File: config.mk
export PLATFORM = sky130hd
export DESIGN_NAME = bcd_counter_n
export DESIGN_NICKNAME = d
export VERILOG_FILES = /design/src/rtl/cu_pkg.sv /design/src/rtl/bcd_digit.sv /design/src/rtl/bcd_counter_n.sv
export SDC_FILE = /design/constraint.sdc
export NUM_CORES = 1
export LEC_CHECK = 0
export ABC_AREA = 1
export BUFFER_PORTS_ARGS = -buffer_cell sky130_fd_sc_hd__buf_2
export CORE_MARGIN = 8
export CORE_UTILIZATION = 58
export CTS_BUF_LIST = sky130_fd_sc_hd__clkbuf_4 sky130_fd_sc_hd__clkbuf_8 sky130_fd_sc_hd__clkbuf_16
export DETAILED_ROUTE_END_ITERATION = 12
export HOLD_SLACK_MARGIN = 0.05
export PLACE_DENSITY = 0.95
export SYNTH_ARGS = -nofsm -noshare
export SYNTH_HDL_FRONTEND = slang
export SYNTH_SLANG_ARGS = --single-unit
File: constraint.sdc
create_clock -name clk -period 3.87 [get_ports clk]
set_input_delay 0.387 -clock clk [delete_from_list [all_inputs] [get_ports clk]]
set_output_delay 0.387 -clock clk [all_outputs]
set_load 0.02 [all_outputs]
File: src/rtl/cu_pkg.sv
// Shared BCD types and digit arithmetic helpers for the counter codebase.
//   bcd_t      : one BCD digit, 4 bits
//   BCD_MAX    : largest legal digit value (9)
//   bcd_clamp  : min(x, 9), applied to loaded nibbles
//   bcd_inc    : up-step of one digit, 9 (or any illegal code) rolls to 0
//   bcd_dec    : down-step of one digit, 0 rolls to 9, illegal codes go to 0
package cu_pkg;

  typedef logic [3:0] bcd_t;

  localparam bcd_t BCD_MAX  = 4'd9;
  localparam bcd_t BCD_ZERO = 4'd0;

  function automatic bcd_t bcd_clamp(input bcd_t x);
    return (x > BCD_MAX) ? BCD_MAX : x;
  endfunction

  function automatic bcd_t bcd_inc(input bcd_t x);
    return (x >= BCD_MAX) ? BCD_ZERO : x + 4'd1;
  endfunction

  // An out-of-range code is treated as corrupted and recovers to 0
  // rather than walking down through other illegal codes.
  function automatic bcd_t bcd_dec(input bcd_t x);
    bcd_t r;
    if (x == BCD_ZERO)     r = BCD_MAX;
    else if (x > BCD_MAX)  r = BCD_ZERO;
    else                   r = x - 4'd1;
    return r;
  endfunction

endpackage

File: src/rtl/bcd_digit.sv
// One BCD digit register of the N-digit counter.
// Ports:
//   clk      in   system clock, state changes on posedge
//   reset    in   asynchronous active-high reset, forces rst_val
//   rst_val  in   [3:0] digit value applied while reset is high
//   load     in   synchronous load of ld_val (clamped to 9), beats step
//   ld_val   in   [3:0] digit value to load
//   step     in   advance this digit one place this cycle
//   dec      in   step direction: 0 = up, 1 = down
//   q        out  [3:0] registered digit value
//   at9      out  digit currently equals 9
//   at0      out  digit currently equals 0
module bcd_digit (
  input  logic       clk,
  input  logic       reset,
  input  logic [3:0] rst_val,
  input  logic       load,
  input  logic [3:0] ld_val,
  input  logic       step,
  input  logic       dec,
  output logic [3:0] q,
  output logic       at9,
  output logic       at0
);
  import cu_pkg::*;

  always_ff @(posedge clk or posedge reset) begin
    if (reset) begin
      q <= rst_val;
    end else if (load) begin
      q <= bcd_clamp(ld_val);
    end else if (step) begin
      q <= dec ? bcd_dec(q) : bcd_inc(q);
    end
  end

  assign at9 = (q == BCD_MAX);
  assign at0 = (q == BCD_ZERO);

endmodule

File: src/rtl/bcd_counter_n.sv
// Parametrised N-digit BCD up/down counter with load, wrap/saturate and
// cascade flags. Runs on the system clock and advances on an enable strobe.
// Parameters:
//   DIGITS       number of BCD digits (1..8)
//   WRAP         1 = wrap at limits, 0 = saturate at limits
//   RESET_VALUE  BCD value forced by reset, 4*DIGITS bits
// Ports:
//   clk         in   system clock
//   reset       in   asynchronous active-high reset
//   en          in   count strobe, one step per cycle while high
//   dec         in   direction: 0 = up, 1 = down
//   load        in   synchronous load of load_value, overrides en
//   load_value  in   [4*DIGITS-1:0] BCD value to load, digit 0 in [3:0]
//   digits      out  [4*DIGITS-1:0] registered BCD value
//   carry       out  up-step requested at all 9s (combinational)
//   borrow      out  down-step requested at zero (combinational)
//   at_max      out  current value is all 9s
//   at_zero     out  current value is zero
module bcd_counter_n #(
  parameter int unsigned             DIGITS      = 4,
  parameter bit                      WRAP        = 1'b1,
  parameter logic [4*DIGITS-1:0]     RESET_VALUE = '0
) (
  input  logic                  clk,
  input  logic                  reset,
  input  logic                  en,
  input  logic                  dec,
  input  logic                  load,
  input  logic [4*DIGITS-1:0]   load_value,
  output logic [4*DIGITS-1:0]   digits,
  output logic                  carry,
  output logic                  borrow,
  output logic                  at_max,
  output logic                  at_zero
);
  import cu_pkg::*;

  logic [DIGITS-1:0] at9;
  logic [DIGITS-1:0] at0;
  logic [DIGITS-1:0] step;

  logic up_req;
  logic dn_req;
  logic limit;
  logic sat_hold;

  assign at_max  = &at9;
  assign at_zero = &at0;

  assign up_req = en & ~load & ~dec;
  assign dn_req = en & ~load &  dec;

  // A step that would cross the counter's range boundary.
  assign limit = (up_req & at_max) | (dn_req & at_zero);

  assign carry  = ~reset & up_req & at_max;
  assign borrow = ~reset & dn_req & at_zero;

  // Wrapping needs no special handling: every digit rolls over on its own
  // and the ripple chain carries the step through all of them. Saturation
  // is obtained by suppressing the step at the bottom of the chain.
  assign sat_hold = (WRAP == 1'b0) && limit;

  always_comb begin
    step    = '0;
    step[0] = en & ~load & ~sat_hold;
    for (int unsigned k = 1; k < DIGITS; k++) begin
      step[k] = step[k-1] & (dec ? at0[k-1] : at9[k-1]);
    end
  end

  for (genvar k = 0; k < DIGITS; k++) begin : g_digit
    bcd_digit u_digit (
      .clk     (clk),
      .reset   (reset),
      .rst_val (RESET_VALUE[4*k +: 4]),
      .load    (load),
      .ld_val  (load_value[4*k +: 4]),
      .step    (step[k]),
      .dec     (dec),
      .q       (digits[4*k +: 4]),
      .at9     (at9[k]),
      .at0     (at0[k])
    );
  end

endmodule

==> results.md <==
- Height of the die: 73.2 µm
- Via-to-Cell Ratio: 5.47
- Fin crit share: 0.604
- Top Registers: g_digit.u_digit.q (16)
- Worst min path class: primary input to async pin
- Worst Tran Pin Value: 684 ps
- Worst VDD drop: 0.000217 V
- Clock buffer depth: 2
- Die Area: 0.00535 mm²
- Synth cell types: 34
- Switch Pwr: 310 µW
- DR vias: 1,990
- Top cells by count, synth: nand2_1 (65), nand3_1 (46), nor2_1 (27)
- 1st-iter DRT viols: 146
- Switching Fraction: 0.459
- FF+latch area: 400 µm²
- Crit-path max FO: 6
- Register share of total power: 0.348
- Initial antenna violation count: 0
- Clock latency on the worst-skew pair: 300 ps
- Register name with the most flops: g_digit.u_digit.q
- Vias in the first global route: 1,944
- Num CTS Buffers: 3
- Clock Tree Root: clkbuf_4
- Number of synthesized flops with an enable pin: 0
- Mapped Cells: 287
- Top FF cell, synth: dfrtp_1
- GR Util All Layers: 0.188
- Placed Cells: 360
- Post-Syn Area: 0.00190 mm²
- Max_cap viols: 0
- Total Wirelength: 4670 µm
- Worst-path clk slew: 110 ps
- # fillers: 293
- Nets: 355
- Clock Sinks: 16
- Routed Antenna Nets: 0
- DR pass1 iterations: 4
- Max-slew violations: 0
- Multi-input gate area in the final layout: 0.00126 mm²
- Synth top area cells: dfrtp_1 (21%), nand2_1 (13%), nand3_1 (12%)
- Pwr dens: 323 mW/mm²
- Yosys warns: 0
- Residual DRC: 0
- Sequential area share after synthesis: 0.211
- Status: completed
- Cell with the most instances after synthesis: nand2_1
- # port buffers: 40
- Core Rows: 20
- Setup slack, reg-to-reg: 2170 ps
- Fin crit period: 2340 ps
- First-pass GRT wire length: 8340 µm
- Slew HR: 0.544
- Ys async rst share: 1.00
- Diodes inserted: 0
- Post-cts sizing count: 0
- RSZ-0062 raised after global routing: no
- Setup Skew: 4.29 ps
- Core Region: 0.00308 mm²
- Post-Layout Cell Count: 364
- Drt wl/cell: 12.8 µm
- Grt total ovfl: 0
- Setup-failing EPs final: 0
- Die Width: 73.2 µm
- CP Capture Type: output pin
- H-tree lvl count: 1
- Final hold violation count: 0
- Max FFs per register: 16
- Post-synthesis net count: 321
- Lkg Pwr: 0.00116 µW
- Area grow syn2layout: 10.1%
- TNS Setup: 0 ps
- Post-synth top area cell: dfrtp_1
- Final Total Pwr: 674 µW
- CTS tree: built
- Ratio of cells with drive above 1 in the final layout: 0.234
- Syn Area/Cell: 6.60 µm²
- Combinational share of power: 0.476
- Postcts setup bufs: 0
- Yosys top cell area share: 0.211
- Yosys reg bits: 16
- Type of origin of the critical path: flip-flop
- Critical path class: flip-flop to output pin
- Hpwl dp: 3620 µm
- Num ports: 41
- Largest net degree at the start of global routing: 21
- Initial core utilization: 0.616
- Worst path required time: 3480 ps
- Internal cell power: 364 µW
- Hold-fix buffers, CTS: 0
- Clock network power share: 0.176
- FMAX: 0.428 GHz
- Final GP Congestion: 0.949
- WP data arrival: 1950 ps
## metrics by stage
step | cell area (µm²) | setup slack (ps) | hold slack, ps | utilization
floorplan | 1900 | 1710 | 301 | -
global placement | 2050 | 1910 | 534 | 0.666
detailed placement | 2050 | 1910 | 540 | 0.666
CTS | 2090 | 1530 | 214 | 0.678
global route | 2090 | 1350 | 268 | 0.678
finish | 2090 | 1530 | 199 | 0.678
## critical path, stage by stage, from the launching register on
cell	delay, ps
dfrtp_1	430
inv_1	170
ha_1	230
nand3_1	150
nor2_1	170
nand3_1	110
nor4_1	190
buf_2	210
## layer usage
metal / track usage / vias up / share of wire / wire, µm
met5: 0 / - / 0 / 0
met4: 0.0644 / 0 / 0.0094 / 44
met3: 0.0288 / 8 / 0.051 / 237
met2: 0.308 / 67 / 0.48 / 2260
met1: 0.242 / 907 / 0.46 / 2130
li1: - / 1008 / - / -
## placed cells by master (no fill, tap or decap), types with 2 or more instances in the layout
| cell type | count |
|---|---|
| nand2_2 | 8 |
| nor2_1 | 27 |
| nand2_1 | 65 |
| nand4_1 | 5 |
| o21ai_1 | 3 |
| inv_4 | 3 |
| nor2_4 | 4 |
| dfrtp_1 | 16 |
| nor2_2 | 2 |
| xor2_1 | 7 |
| o21ai_0 | 16 |
| a31oi_1 | 4 |
| buf_2 | 40 |
| nor3_1 | 2 |
| a21oi_1 | 7 |
| nand2_4 | 5 |
| nand3_2 | 2 |
| clkbuf_4 | 3 |
| inv_1 | 26 |
| ha_1 | 13 |
| xnor2_1 | 2 |
| inv_2 | 5 |
| nand3_1 | 46 |
## cell type report
type / instances / area share
repair buffers: 40 / 0.0959
clock buffers: 4 / 0.0174
well taps: 44 / 0.0264
flip-flops and latches: 16 / 0.192
inverters: 34 / 0.0647
multi-input cells: 226 / 0.604
## cell families (layout without fill, tap and decap cells)
kind of cell             Yosys count  count (layout)  synth area share
AND/OR/NAND/NOR                  168             168             0.430
AO/OA/AOI/OAI                     36              36             0.108
XOR/XNOR                           9               9            0.0416
flip-flops                        16              16             0.211
buffers and inverters             45              78             0.124
adder cells (fa/ha/maj)           13              13            0.0858
## worst paths after layout
| kind | from | end | cells past startpoint |
|---|---|---|---|
| hold reg to reg | g_digit[3].u_digit.q[1]$_DFFE_PP0P_ | g_digit[3].u_digit.q[1]$_DFFE_PP0P_ | 2 |
| min in group clk | load_value[7] | g_digit[1].u_digit.q[3]$_DFFE_PP0P_ | 3 |
| max in group asynchronous | reset | g_digit[3].u_digit.q[0]$_DFFE_PP0P_ | 2 |
| setup reg to reg | g_digit[0].u_digit.q[1]$_DFFE_PP0P_ | g_digit[2].u_digit.q[3]$_DFFE_PP0P_ | 11 |
| hold / removal | reset | g_digit[1].u_digit.q[1]$_DFFE_PP0P_ | 2 |
| setup / recovery | g_digit[2].u_digit.q[1]$_DFFE_PP0P_ | carry | 7 |
## power groups by stage
stage                     clock network (µW)  registers, µW  logic [µW]
after floorplan                            0            249         236
after global placement                     0            235         310
after detailed placement                   0            236         318
after CTS                                119            233         320
after global routing                     127            239         365
final                                    118            235         321
Power figures use the tool's default switching activity.
